==> src/rtl/inst_fetch_queue.sv <==
// Instruction fetch queue: circular FIFO of {pc, inst} pairs between fetch and decode.
// Wrap-bit pointers distinguish full from empty; a taken branch discards every entry.
module inst_fetch_queue #(
    parameter int DEPTH = 8,
    parameter int AW    = 3
) (
    input  logic          clk,
    input  logic          reset,
    input  logic          flush,
    input  logic          in_valid,
    input  logic [31:0]   in_pc,
    input  logic [31:0]   in_inst,
    output logic          in_ready,
    output logic          out_valid,
    output logic [31:0]   out_pc,
    output logic [31:0]   out_inst,
    input  logic          out_ready,
    output logic [AW:0]   count
);

    logic [63:0] mem [DEPTH];
    logic [AW:0] wptr;
    logic [AW:0] rptr;
    logic        empty;
    logic        full;
    logic        push;
    logic        pop;

    assign empty = (wptr == rptr);
    assign full  = (wptr[AW-1:0] == rptr[AW-1:0]) && (wptr[AW] != rptr[AW]);

    assign in_ready  = !full;
    assign out_valid = !empty;
    assign push      = in_valid && in_ready;
    assign pop       = out_valid && out_ready;
    assign count     = wptr - rptr;

    // Reset and flush both empty the queue; flush also swallows any same-cycle push or pop.
    always_ff @(posedge clk) begin
        if (reset || flush) begin
            wptr <= '0;
            rptr <= '0;
        end else begin
            if (push) begin
                wptr <= wptr + (AW+1)'(1);
            end
            if (pop) begin
                rptr <= rptr + (AW+1)'(1);
            end
        end
    end

    always_ff @(posedge clk) begin
        if (push && !reset && !flush) begin
            mem[wptr[AW-1:0]] <= {in_pc, in_inst};
        end
    end

    // Head is read straight from storage; zeroed when empty so stale entries never leak.
    always_comb begin
        out_pc   = 32'h0;
        out_inst = 32'h0;
        if (!empty) begin
            out_pc   = mem[rptr[AW-1:0]][63:32];
            out_inst = mem[rptr[AW-1:0]][31:0];
        end
    end

endmodule

==> config.mk <==
export PLATFORM = sky130hd
export DESIGN_NAME = inst_fetch_queue
export DESIGN_NICKNAME = d
export VERILOG_FILES = /design/src/rtl/inst_fetch_queue.sv
export SDC_FILE = /design/constraint.sdc
export NUM_CORES = 1
export LEC_CHECK = 0
export BUFFER_PORTS_ARGS = -buffer_cell sky130_fd_sc_hd__buf_2
export CAP_MARGIN = 20
export CORE_AREA = 2 2 182 184
export CTS_CLUSTER_SIZE = 16
export DETAILED_ROUTE_END_ITERATION = 12
export DIE_AREA = 0 0 184 186
export PLACE_DENSITY = 0.81
export REMOVE_ABC_BUFFERS = 1
export SKIP_LAST_GASP = 1
export SYNTH_ARGS = -nofsm -noshare
export SYNTH_HDL_FRONTEND = slang
export SYNTH_SLANG_ARGS = --single-unit
==> constraint.sdc <==
create_clock -name clk -period 20.1 [get_ports clk]
set_input_delay 4.02 -clock clk [delete_from_list [all_inputs] [get_ports clk]]
set_output_delay 4.02 -clock clk [all_outputs]
set_load 0.005 [all_outputs]
* After elaboration in Yosys (flattened, before gate mapping)
Memories as Yosys holds them, arrays and structs flattened. A register that Yosys moved wholly into a read port is not among the register bits.
Index checks and enable logic that the tools add are counted.
** Word-level totals
- Bits in registers :: 8
- Memory bits (writable) :: 512
- Input port bits :: 69
- Output and inout bits :: 70
- Memories kept :: 1
** Operators by class
- $add $sub $neg :: 3
- Eq/ne operators :: 3
- Muxes and demuxes :: 6
- Reduce and logical (&&, ||, !) cells :: 10
** Memory list
- mem :: depth 8, bits a word 64, rd ports 1, clocked after Yosys merged registers in 1, write ports 1, RTL line 21 : logic [63:0] mem [DEPTH];
** Operator list (number)
- $mux W32 :: 2
- $add A4 B1 Y4 const B :: 2
- $mux W3 :: 2
- $logic_and A1 B1 Y1 :: 5
- $eq A4 B4 Y1 :: 1
- $logic_not A1 Y1 :: 4
- $sub A4 B4 Y4 :: 1
- $eq A3 B3 Y1 :: 1
- $mux W1 :: 2
- $logic_or A1 B1 Y1 :: 1
- $ne A1 B1 Y1 :: 1

* Depth between registers and ports, before layout
Gate-level depths: netlist of run 1.
- Depth after elaboration :: 8
- Mapped depth :: 9
- Depth with buffers taken out :: 6

* Worst setup path before layout of run 1
No wires, ideal clock.
- Path kind :: in2reg
- Start point :: input port reset
- End point :: memory mem[0][0] (enable)
- Library setup time :: 565 ps
- Arrival time :: 9207 ps
- Data required time :: 19535 ps
- Path slack :: 10328 ps
- Stages :: 4
- Cell sequence :: or2_2 buf_1 or3_4 nor3_1
** Between the ends
- Longest elaborated chain between the ends :: 5
** RTL lines
- from (decl) :: RTL line 8 : input logic reset,
- $logic_not A1 Y1 :: RTL line 54 : if (push && !reset && !flush) begin
- $logic_and A1 B1 Y1 (2 in a row) :: RTL line 54
- $mux W1 :: RTL line 54
- $mux W1 (not written as such) :: RTL line 55 : mem[wptr[AW-1:0]] <= {in_pc, in_inst};
- to (decl) :: RTL line 21
No other way between the ends.

==> results of run 1 <==
## cells by family after synthesis
family                     count (synthesis)  share of synthesized area (%)
DFF                                      523                           78.8
muxes                                    128                           14.6
AOI/OAI and AO/OA                         75                           3.23
buffers and inverters                     51                           1.58
and+or+nand+nor                           34                          0.885
xor gates and xnor gates                   9                          0.493
adders and majority gates                  6                          0.417
## state kept, by name, indices dropped and copies added, names as in the netlist, named ones only
| name | cells |
|---|---|
| mem | 512 |
| wptr | 4 |
| rptr | 4 |
## tightest hold or removal path, stage by stage (launching register included)
cell	delay, ns
dfxtp_1	0.36
nand3_1	0.08
nand2_1	0.06
## placed cells by master, fill, tap and decap left out, types with 4 or more instances in the layout
cell type,instances
a21oi_1,5
a22o_1,64
buf_2,138
buf_4,13
clkbuf_1,19
clkbuf_16,51
clkinv_1,9
dfxtp_1,9
edfxtp_1,512
ha_1,5
inv_1,7
mux4_2,128
nand2_1,6
nand3_1,4
nor2_1,7
nor2_4,6
xnor2_1,5
## metrics by stage
step	power (mW)	utilization, %	instance area (µm²)	worst slack [ns]	hold slack (ns)
5_1_grt	2.19	69.4	22400	12.23	0.580
2_1_floorplan	1.26	-	19500	9.88	0.477
6_report	2.13	69.4	22400	12.55	0.543
4_1_cts	2.15	69.4	22300	12.44	0.553
3_3_place_gp	1.29	64.8	20900	13.06	0.506
3_5_place_dp	1.29	64.8	20900	13.06	0.543
## worst max-delay path by stage
stage              from                   to  slack, ns  cells past startpoint
2_1_floorplan  register          out_inst[0]       9.88                      2
3_3_place_gp   register           out_pc[19]      13.06                      4
3_5_place_dp      reset  mem[1][9]$_DFFE_PP_      13.06                      5
4_1_cts        register         out_inst[17]      12.44                      4
5_1_grt        register         out_inst[17]      12.23                      4
6_report       register         out_inst[17]      12.55                      4
## cell usage after synthesis (all sizes together)
cell type    n
a21o         1
a21oi        6
a22o        64
and2         1
and3         1
buf         31
clkbuf      13
dfxtp       11
edfxtp     512
fa           1
ha           5
inv          7
mux4       128
nand2        7
nand2b       1
nand3        4
nand4        2
nor2        13
nor3         2
o211ai       2
o21ai        2
or2          1
or3          2
xnor2        6
xor2         3
## final cells by class
class / instances / area (µm²)
antenna: 3 / 7.51
clock buffer: 72 / 1380
clock inverter: 14 / 113
fill: 1888 / 9850
inverter: 7 / 26.3
multi-input combinational: 252 / 3930
sequential: 523 / 15600
tap: 408 / 510
timing repair buffer: 151 / 788
## power by group through the flow
stage                     clock (mW)  combinational (mW)  sequential (mW)
after global placement             0              0.0600             1.23
after CTS                      0.879              0.0623             1.21
after floorplan                    0              0.0277             1.23
after global routing           0.918              0.0676             1.20
final                          0.866              0.0614             1.20
after detailed placement           0              0.0619             1.23
## routing by layer
metal,wire length [µm],track usage [%]
met1,15500,32.5
met2,18900,37.1
met3,2890,5.26
met4,913,7.36
met5,26,0
==> flow_metrics.py, run 1 <==
metrics = {
    "routing": {
        "ant_nets": 0,
        "drt_iter0_drc": 988,
        "vias": 9151,
        "wl_mm": 38.2,
        "drc": 0,
        "dr.pass1.iters": 5,
        "via_per_inst": 6.40,
        "wl_per_cell_um": 26.7,
    },
    "global_routing": {
        "grt_max_degree": 65,
        "grt_pass1_vias": 9669,
        "grtUsageTotal_pct": 23.2,
        "grt.overflow.total": 0,
        "antenna_found_initial": 5,
        "grt_pass1_wl_mm": 57.7,
    },
    "worst_hold_path": {
        "hold_start": "wptr[0]$_SDFFE_PP0P_",
        "min_to": "wptr[0]$_SDFFE_PP0P_",
        "hold_depth": 2,
        "hp-class": "register to register",
    },
    "logic_synthesis": {
        "syn_inst": 826,
        "avgSynthCellArea_um2": 24.0,
        "yosys.area.top_type": "edfxtp_1",
        "synthesis.area_mm2": 0.0198,
        "ys_seq_area_share_pct": 78.8,
        "yosys_warnings": 0,
        "synth_area_leaders": "edfxtp_1 78%, mux4_2 15%, a22o_1 2.8%, dfxtp_1 1.1%, buf_6 0.74%",
        "synth_cell_type_count": 32,
        "synth-seq-cells": 523,
        "synth_top_area_share_pct": 77.7,
    },
    "worst_setup_path": {
        "r2r_cells": 6,
        "worstPathCellList": "buf_4 -> mux4_2 -> a22o_1 -> buf_2",
        "crit_arrival_ns": 3.53,
        "r2r-end": "mem[1][32]$_DFFE_PP_",
        "critPathKind": "register to output port",
        "slowest_delay_ns": 0.92,
        "end_kind": "output port",
        "rrSetupSlack_ns": 16.46,
        "cpMaxStageDelayCell": "dfxtp_4",
        "worstPathBufferInverterCount": 2,
        "critical_path_required_ns": 16.08,
        "path_delay_family": "buffers and inverters",
        "r2r-start": "wptr[2]$_SDFFE_PP0P_",
        "cp-start-kind": "register",
        "cp_max_fo": 50,
    },
    "sta": {
        "timing.fmax_mhz": 133,
        "fin_skew_ns": 0.0198,
        "worstMarginPinSlew_ns": 1.13,
        "slew_violations": 0,
        "hold_viol_final": 0,
        "fin_crit_ns": 7.55,
        "fin_crit_sh_pct": 37.5,
        "rsz0062_at_grt": "false",
        "setup_tns_ns": 0,
        "setup_viol": 0,
        "maxSlewHeadroom_pct": 24.8,
    },
    "placement": {
        "dp_cells": 1341,
        "numPortBuffers": 138,
        "gp_congestion": 0.810,
        "post-dp-hpwl_mm": 18.8,
    },
    "floorplanning": {
        "start_util_pct": 61.4,
        "chipWidth_um": 184,
        "die_area_mm2": 0.0342,
        "die_h_um": 186,
        "core-area_mm2": 0.0322,
        "ioPinCount": 139,
        "core.rowCount": 66,
    },
    "layout": {
        "final_cells": 1430,
        "drive_above_1_share_pct": 34.8,
        "area_delta_synth_final_pct": 13.0,
        "final_nets": 1060,
    },
    "clock_network": {
        "tritoncts": "done",
        "clkSinkCount": 523,
        "cts_resized": 0,
        "ctsHoldBuffers": 0,
        "cts_made_buffers": 50,
        "cts_setup_buffers": 0,
        "h-tree-depth": 2,
        "clkLatencyLatePin_ns": 0.57,
        "ctsLongestPathBuffers": 3,
        "root_buffer": "clkbuf_16",
        "clkSlewWorstSetupHoldPaths_ns": 0.06,
    },
    "power_and_ir_drop": {
        "combinationalPowerShare_pct": 2.9,
        "swShare_pct": 19.1,
        "p_leak_nw": 7.19,
        "internal_power_mw": 1.72,
        "p_seq_share_pct": 56.5,
        "p_clk_share_pct": 40.6,
        "p_sw_uw": 408,
        "cellPowerDensity_mw_per_mm2": 95.4,
        "ir_drop_uv": 69.4,
    },
    "outcome": {
        "outcome": "complete, no violations",
    },
    "run": {
        "drv_cap": 0,
    },
}
Note: power is estimated with default switching activity, not from simulation.
==> inputs of run 2 (changes only) <==
--- a/config.mk
+++ b/config.mk
@@ -5,13 +5,14 @@
 export SDC_FILE = /design/constraint.sdc
 export NUM_CORES = 1
 export LEC_CHECK = 0
+export ABC_AREA = 1
 export BUFFER_PORTS_ARGS = -buffer_cell sky130_fd_sc_hd__buf_2
 export CAP_MARGIN = 20
-export CORE_AREA = 2 2 182 184
+export CORE_AREA = 2 2 204 206
 export CTS_CLUSTER_SIZE = 16
 export DETAILED_ROUTE_END_ITERATION = 12
-export DIE_AREA = 0 0 184 186
-export PLACE_DENSITY = 0.81
+export DIE_AREA = 0 0 206 208
+export PLACE_DENSITY = 0.75
 export REMOVE_ABC_BUFFERS = 1
 export SKIP_LAST_GASP = 1
 export SYNTH_ARGS = -nofsm -noshare
==> constraint.sdc (replaced) <==
create_clock -name clk -period 6.4 [get_ports clk]
set_input_delay 1.28 -clock clk [delete_from_list [all_inputs] [get_ports clk]]
set_output_delay 1.28 -clock clk [all_outputs]
set_load 0.005 [all_outputs]
==> run 2 against run 1 <==
Total power grew to 3.3 times the previous value. Synthesized area grew 11%. Die area grew 25%. Synthesized cell count grew 150%. Sequential share of layout area shrank 6.2 points. Via count grew 58%. Critical path depth grew 3. Count of clock-buffer cells in the layout shrank 10. Sequential power grew to 3.2 times the previous value. Worst hold slack lost 0.0096 ns. Clock skew grew 0.0069 ns. Non-clock buffer count grew 6.
==> flow_metrics.py, run 2 <==
metrics = {
    "power_and_ir_drop": {
        "cellPowerDensity_mw_per_mm2": 289,
        "total_power_mw": 7.09,
        "ir_drop_uv": 179,
        "p_leak_nw": 9.33,
    },
    "layout": {
        "post-route-util_pct": 60.5,
        "largest_reg_flops": 512,
        "drive_above_1_share_pct": 11.0,
        "mostFrequentLayoutCell": "nor2_1",
        "final_cell_mix": "653 x nor2_1, 512 x edfxtp_1, 406 x nand2_1",
        "final_nets": 2239,
        "area_delta_synth_final_pct": 11.5,
        "final_cells": 2735,
        "design_area_mm2": 0.0245,
        "num_antenna_cells": 0,
    },
    "routing": {
        "via_per_inst": 5.30,
        "dr.pass1.iters": 6,
        "vias": 14500,
        "drc": 0,
        "wl_mm": 48.9,
        "wl_per_cell_um": 17.9,
        "drt_iter0_drc": 1331,
        "ant_nets": 0,
    },
    "floorplanning": {
        "start_util_pct": 54.3,
        "ioPinCount": 139,
        "core-area_mm2": 0.0406,
        "die_h_um": 208,
        "core.rowCount": 74,
        "chipWidth_um": 206,
        "die_area_mm2": 0.0428,
    },
    "outcome": {
        "outcome": "complete, no violations",
    },
    "sta": {
        "maxSlewHeadroom_pct": 22.3,
        "fin_skew_ns": 0.0266,
        "hold_viol_final": 0,
        "worstMarginPinSlew_ns": 1.16,
        "setup_viol": 0,
        "fin_crit_sh_pct": 76.5,
        "timing.fmax_mhz": 204,
        "slew_violations": 0,
        "fin_crit_ns": 4.90,
        "rsz0062_at_grt": "false",
    },
    "logic_synthesis": {
        "ys_top_cells_by_count": "658 x nor2_1, 512 x edfxtp_1, 406 x nand2_1, 139 x inv_1, 114 x o21ai_0",
        "avgSynthCellArea_um2": 10.7,
        "synth_edf_count": 512,
        "ys_seq_area_share_pct": 70.9,
        "synth_area_leaders": "edfxtp_1 70%, nor2_1 11%, nand2_1 6.9%, o21ai_0 2.6%, inv_1 2.4%",
        "synth_top_flop_cell": "edfxtp_1",
        "yosys.cell_count.top_type": "nor2_1",
        "yosys.area.top_type": "edfxtp_1",
        "synth-seq-cells": 523,
        "syn_inst": 2062,
        "yosys_warnings": 0,
        "synth_top_area_share_pct": 69.9,
        "synthesis.area_mm2": 0.0220,
        "synth_cell_type_count": 23,
        "synth-async-reset-ratio_pct": 0,
    },
    "placement": {
        "gp_congestion": 0.766,
        "post-dp-hpwl_mm": 25.2,
        "numPortBuffers": 138,
        "post_dp_cell_area_mm2": 0.0229,
        "dp_cells": 2644,
    },
    "clock_network": {
        "clkSlewWorstSetupHoldPaths_ns": 0.06,
        "tritoncts": "done",
        "root_buffer": "clkbuf_16",
        "clkSinkCount": 523,
        "ctsLongestPathBuffers": 3,
        "h-tree-depth": 2,
        "clkLatencyLatePin_ns": 0.57,
        "cts_made_buffers": 50,
        "ctsHoldBuffers": 0,
        "cts_resized": 0,
        "cts_setup_buffers": 0,
    },
    "global_routing": {
        "antenna_found_initial": 3,
        "grt.busiest_layer": "met2",
        "grt_max_degree": 215,
        "grt_pass1_wl_mm": 76.2,
        "use_met3_pct": 3.87,
        "grt_util_met2_pct": 38.2,
        "grt_pass1_vias": 14200,
        "grtUsageTotal_pct": 22.8,
        "grt.overflow.total": 0,
        "use_met1_pct": 31.3,
    },
    "worst_setup_path": {
        "cp-start-kind": "register",
        "critPathKind": "register to output port",
        "crit_arrival_ns": 3.62,
        "cp_max_fo": 67,
        "end_kind": "output port",
        "critical_path_required_ns": 5.12,
    },
    "run": {
        "drv_cap": 0,
    },
    "worst_hold_path": {
        "hp-class": "register to register",
    },
}
==> run 2: cell types whose count changed in the layout (fill, tap and decap cells not counted), moves of 64 or more <==
cell / change
mux4_2: -128
nand3_1: +68
nand2_1: +400
a22o_1: -64
nor2_1: +646
inv_1: +131
o21ai_0: +113
==> run 2: kinds of logic after synthesis <==
kind of cell / count (synthesis) / share of synthesized area, %
flip-flops: 523 / 70.9
AND/OR/NAND/NOR: 1142 / 19.9
XOR/XNOR: 4 / 0.159
adder cells (fa/ha/maj): 6 / 0.375
buffers and inverters: 249 / 5.50
AO/OA/AOI/OAI: 138 / 3.14
==> run 2: final cells by class <==
cell class / instances / area, µm²
clock buffers: 62 / 1360
well taps: 532 / 666
inverters: 142 / 537
multi-input cells: 1290 / 5250
clock inverters: 29 / 274
repair buffers: 157 / 846
fillers: 3171 / 16000
flip-flops and latches: 523 / 15600
==> run 2: worst paths after layout <==
kind,start,end,slack [ns],depth (start not counted)
worst max register to register,wptr[0]$_SDFFE_PP0P_,mem[0][58]$_DFFE_PP_,2.71,10
worst max-delay path,register,out_pc[8],1.50,7
worst min-delay path,wptr[3]$_SDFFE_PP0P_,wptr[3]$_SDFFE_PP0P_,0.53,2
worst min register to register,wptr[3]$_SDFFE_PP0P_,wptr[3]$_SDFFE_PP0P_,0.53,2
==> run 2: power breakdown <==
group	total [mW]	leakage (nW)	internal, mW	switching (mW)
clock network	2.93	0.790	1.71	1.22
logic	0.366	3.83	0.112	0.254
registers	3.79	4.70	3.78	0.0159
total	7.09	9.33	5.60	1.49
==> run 2: per-stage QoR <==
stage	setup TNS, ns	worst slack [ns]	hold slack (ns)
3_5_place_dp	0	2.09	0.525
3_3_place_gp	0	2.15	0.515
5_1_grt	0	1.14	0.553
4_1_cts	0	1.44	0.533
2_1_floorplan	-385.09	-5.21	0.494
6_report	0	1.50	0.534
==> run 2: critical path, cell delays in order, from the launching register on <==
cell and delay (ns):
dfxtp_4 0.81, clkinv_2 0.88, buf_4 0.61, o21ai_0 0.28, nand2_1 0.08, nor2_1 0.09
nor2_1 0.10, buf_2 0.14
==> run 2: routing by layer <==
layer	part of all wire [%]	wire length (µm)
met1	42	20500
met2	49	23900
met3	7.2	3540
met4	1.8	876
met5	0.057	28
==> inputs of run 3 (changes only) <==
--- a/config.mk
+++ b/config.mk
@@ -5,14 +5,14 @@
 export SDC_FILE = /design/constraint.sdc
 export NUM_CORES = 1
 export LEC_CHECK = 0
-export ABC_AREA = 1
+export ABC_AREA = 0
 export BUFFER_PORTS_ARGS = -buffer_cell sky130_fd_sc_hd__buf_2
 export CAP_MARGIN = 20
-export CORE_AREA = 2 2 204 206
+export CORE_AREA = 2 2 185 187
 export CTS_CLUSTER_SIZE = 16
 export DETAILED_ROUTE_END_ITERATION = 12
-export DIE_AREA = 0 0 206 208
-export PLACE_DENSITY = 0.75
+export DIE_AREA = 0 0 187 189
+export PLACE_DENSITY = 0.79
 export REMOVE_ABC_BUFFERS = 1
 export SKIP_LAST_GASP = 1
 export SYNTH_ARGS = -nofsm -noshare
==> constraint.sdc (replaced) <==
create_clock -name clk -period 4.8 [get_ports clk]
set_input_delay 0.96 -clock clk [delete_from_list [all_inputs] [get_ports clk]]
set_output_delay 0.96 -clock clk [all_outputs]
set_load 0.005 [all_outputs]
==> run 3 against run 2 <==
First-iteration DRC count is 36% lower. Combinational power is 28% lower. Routed wire length is 22% lower. Die area is 18% lower. Worst hold slack worse by 0.020 ns. Critical path type unchanged. Largest power group unchanged. Critical endpoint is now out_pc[31]. Global-route usage is 0.82 points lower. Via count is 36% lower.
==> flow_metrics.py, run 3 (synthesis results as in run 1) <==
metrics = {
    "outcome": {
        "outcome": "complete, no violations",
    },
    "worst_setup_path": {
        "worstPathCellList": "ha_1 -> and3_1 -> a21oi_4 -> buf_12 -> a22o_1 -> buf_2",
        "cpMaxStageDelayCell": "a21oi_4",
        "crit_path_end": "out_pc[31]",
        "critPathKind": "register to output port",
        "worstPathBufferInverterCount": 2,
        "end_kind": "output port",
        "cp-startpoint": "wptr[2]$_SDFFE_PP0P_",
        "path_delay_family": "compound AO/OA/AOI/OAI gates",
        "cp-start-kind": "register",
        "critical_path_required_ns": 3.84,
        "r2r_cells": 6,
        "r2r-start": "wptr[2]$_SDFFE_PP0P_",
        "rrSetupSlack_ns": 1.83,
        "crit_cells": 6,
        "crit_arrival_ns": 3.24,
        "slowest_delay_ns": 0.75,
        "cp_max_fo": 42,
        "r2r-end": "mem[3][18]$_DFFE_PP_",
    },
    "placement": {
        "gp_congestion": 0.792,
        "post_dp_cell_area_mm2": 0.0211,
        "dp_slack_ns": 1.20,
        "post-dp-hpwl_mm": 19.8,
        "numPortBuffers": 138,
    },
    "routing": {
        "routed-wl-met2_mm": 18.7,
        "drt_iter0_drc": 855,
        "drc": 0,
        "ant_nets": 0,
        "topRoutingLayerUsed": "met5",
        "wl_met1_mm": 16.1,
        "wl_mm": 38.2,
        "dr.pass1.iters": 5,
        "wl_per_cell_um": 25.9,
        "via_per_inst": 6.23,
        "route.met3.wl_mm": 2.68,
        "vias": 9211,
    },
    "sta": {
        "maxSlewHeadroom_pct": 35.7,
        "slew_violations": 0,
        "holdWs_ns": 0.514,
        "fin_skew_ns": 0.0118,
        "rsz0062_at_grt": "false",
        "worstMarginPinSlew_ns": 0.964,
        "timing.fmax_mhz": 238,
        "fin_crit_ns": 4.20,
        "setup_viol": 0,
        "fin_crit_sh_pct": 87.4,
        "finalWorstSetupSlack_ns": 0.603,
        "hold_viol_final": 0,
    },
    "layout": {
        "design_area_mm2": 0.0225,
        "final_cell_mix": "512 x edfxtp_1, 138 x buf_2, 128 x mux4_2",
        "mostFrequentLayoutCell": "edfxtp_1",
        "largest_reg_flops": 512,
        "final_nets": 1065,
        "area_delta_synth_final_pct": 13.8,
        "drive_above_1_share_pct": 35.1,
    },
    "power_and_ir_drop": {
        "p_sw_mw": 1.68,
        "cellPowerDensity_mw_per_mm2": 390,
        "ir_drop_uv": 245,
        "p_leak_nw": 7.22,
        "swShare_pct": 19.1,
        "combinationalPowerShare_pct": 3.0,
        "internal_power_mw": 7.10,
        "p_clk_share_pct": 39.6,
        "p_seq_share_pct": 57.4,
        "total_power_mw": 8.78,
    },
    "clock_network": {
        "ctsLongestPathBuffers": 3,
        "clkSinkCount": 523,
        "cts_made_buffers": 48,
        "clkSlewWorstSetupHoldPaths_ns": 0.06,
        "clkLatencyLatePin_ns": 0.55,
        "root_buffer": "clkbuf_16",
        "tritoncts": "done",
        "h-tree-depth": 2,
        "ctsHoldBuffers": 0,
        "cts_resized": 0,
        "cts_setup_buffers": 0,
    },
    "global_routing": {
        "grt_pass1_wl_mm": 57.6,
        "grt_max_degree": 76,
        "antenna_found_initial": 5,
        "grtUsageTotal_pct": 22.0,
        "grt.overflow.total": 0,
        "grt_pass1_vias": 9474,
    },
    "floorplanning": {
        "core-area_mm2": 0.0333,
        "die_area_mm2": 0.0353,
        "chipWidth_um": 187,
        "start_util_pct": 59.4,
        "core.rowCount": 67,
        "die_h_um": 189,
        "ioPinCount": 139,
    },
    "run": {
        "drv_cap": 0,
    },
    "worst_hold_path": {
        "hp-class": "register to register",
    },
}
[run 3: changes by cell type in the layout (fill, tap and decap cells not counted), moves of 64 or more]
| cell | change |
|---|---|
| inv_1 | -131 |
| nand3_1 | -68 |
| a22o_1 | +64 |
| mux4_2 | +128 |
| nor2_1 | -646 |
| o21ai_0 | -113 |
| nand2_1 | -400 |
[run 3: worst min-delay path by stage]
stage                                    start                    to  slack [ns]  cells past startpoint
after floorplan           wptr[0]$_SDFFE_PP0P_  wptr[0]$_SDFFE_PP0P_        0.48                      2
after global placement    wptr[0]$_SDFFE_PP0P_  wptr[0]$_SDFFE_PP0P_        0.50                      2
after detailed placement  wptr[0]$_SDFFE_PP0P_  wptr[0]$_SDFFE_PP0P_        0.50                      2
after CTS                 wptr[0]$_SDFFE_PP0P_  wptr[0]$_SDFFE_PP0P_        0.51                      2
after global routing      wptr[0]$_SDFFE_PP0P_  wptr[0]$_SDFFE_PP0P_        0.56                      2
final                     wptr[0]$_SDFFE_PP0P_  wptr[0]$_SDFFE_PP0P_        0.51                      2
[run 3: power by group through the flow]
stage | clock network [mW] | logic (mW) | registers [mW]
detailed placement | 0 | 0.265 | 5.14
global route | 3.70 | 0.287 | 5.04
finish | 3.48 | 0.263 | 5.04
global placement | 0 | 0.256 | 5.14
floorplan | 0 | 0.116 | 5.15
CTS | 3.53 | 0.266 | 5.04
[run 3: area by class of cell]
class,instances,area [µm²]
clock buffer,59,1260
inverter,7,26.3
timing repair buffer,158,966
fill,2019,10800
antenna,6,15.0
sequential,523,15600
multi-input combinational,252,3930
clock inverter,25,151
tap,448,561
[run 3: tightest hold or removal path, cell delays in order (launching register included)]
cell     delay (ns)
dfxtp_1        0.34
nand3_1        0.08
nand2_1        0.05
[run 3: metrics by stage]
stage,util (%),setup TNS (ns),cells
detailed placement,63.4,0,1388
global placement,63.4,0,1388
floorplan,-,-404.68,782
CTS,67.6,0,1472
global route,67.6,0,1473
finish,67.7,0,1478
[run 3: routing by layer]
| layer | GRT usage (%) | vias to the layer above |
|---|---|---|
| li1 | - | 3889 |
| met1 | 32.2 | 4887 |
| met2 | 35.0 | 367 |
| met3 | 4.10 | 66 |
| met4 | 5.71 | 2 |
| met5 | 0 | - |
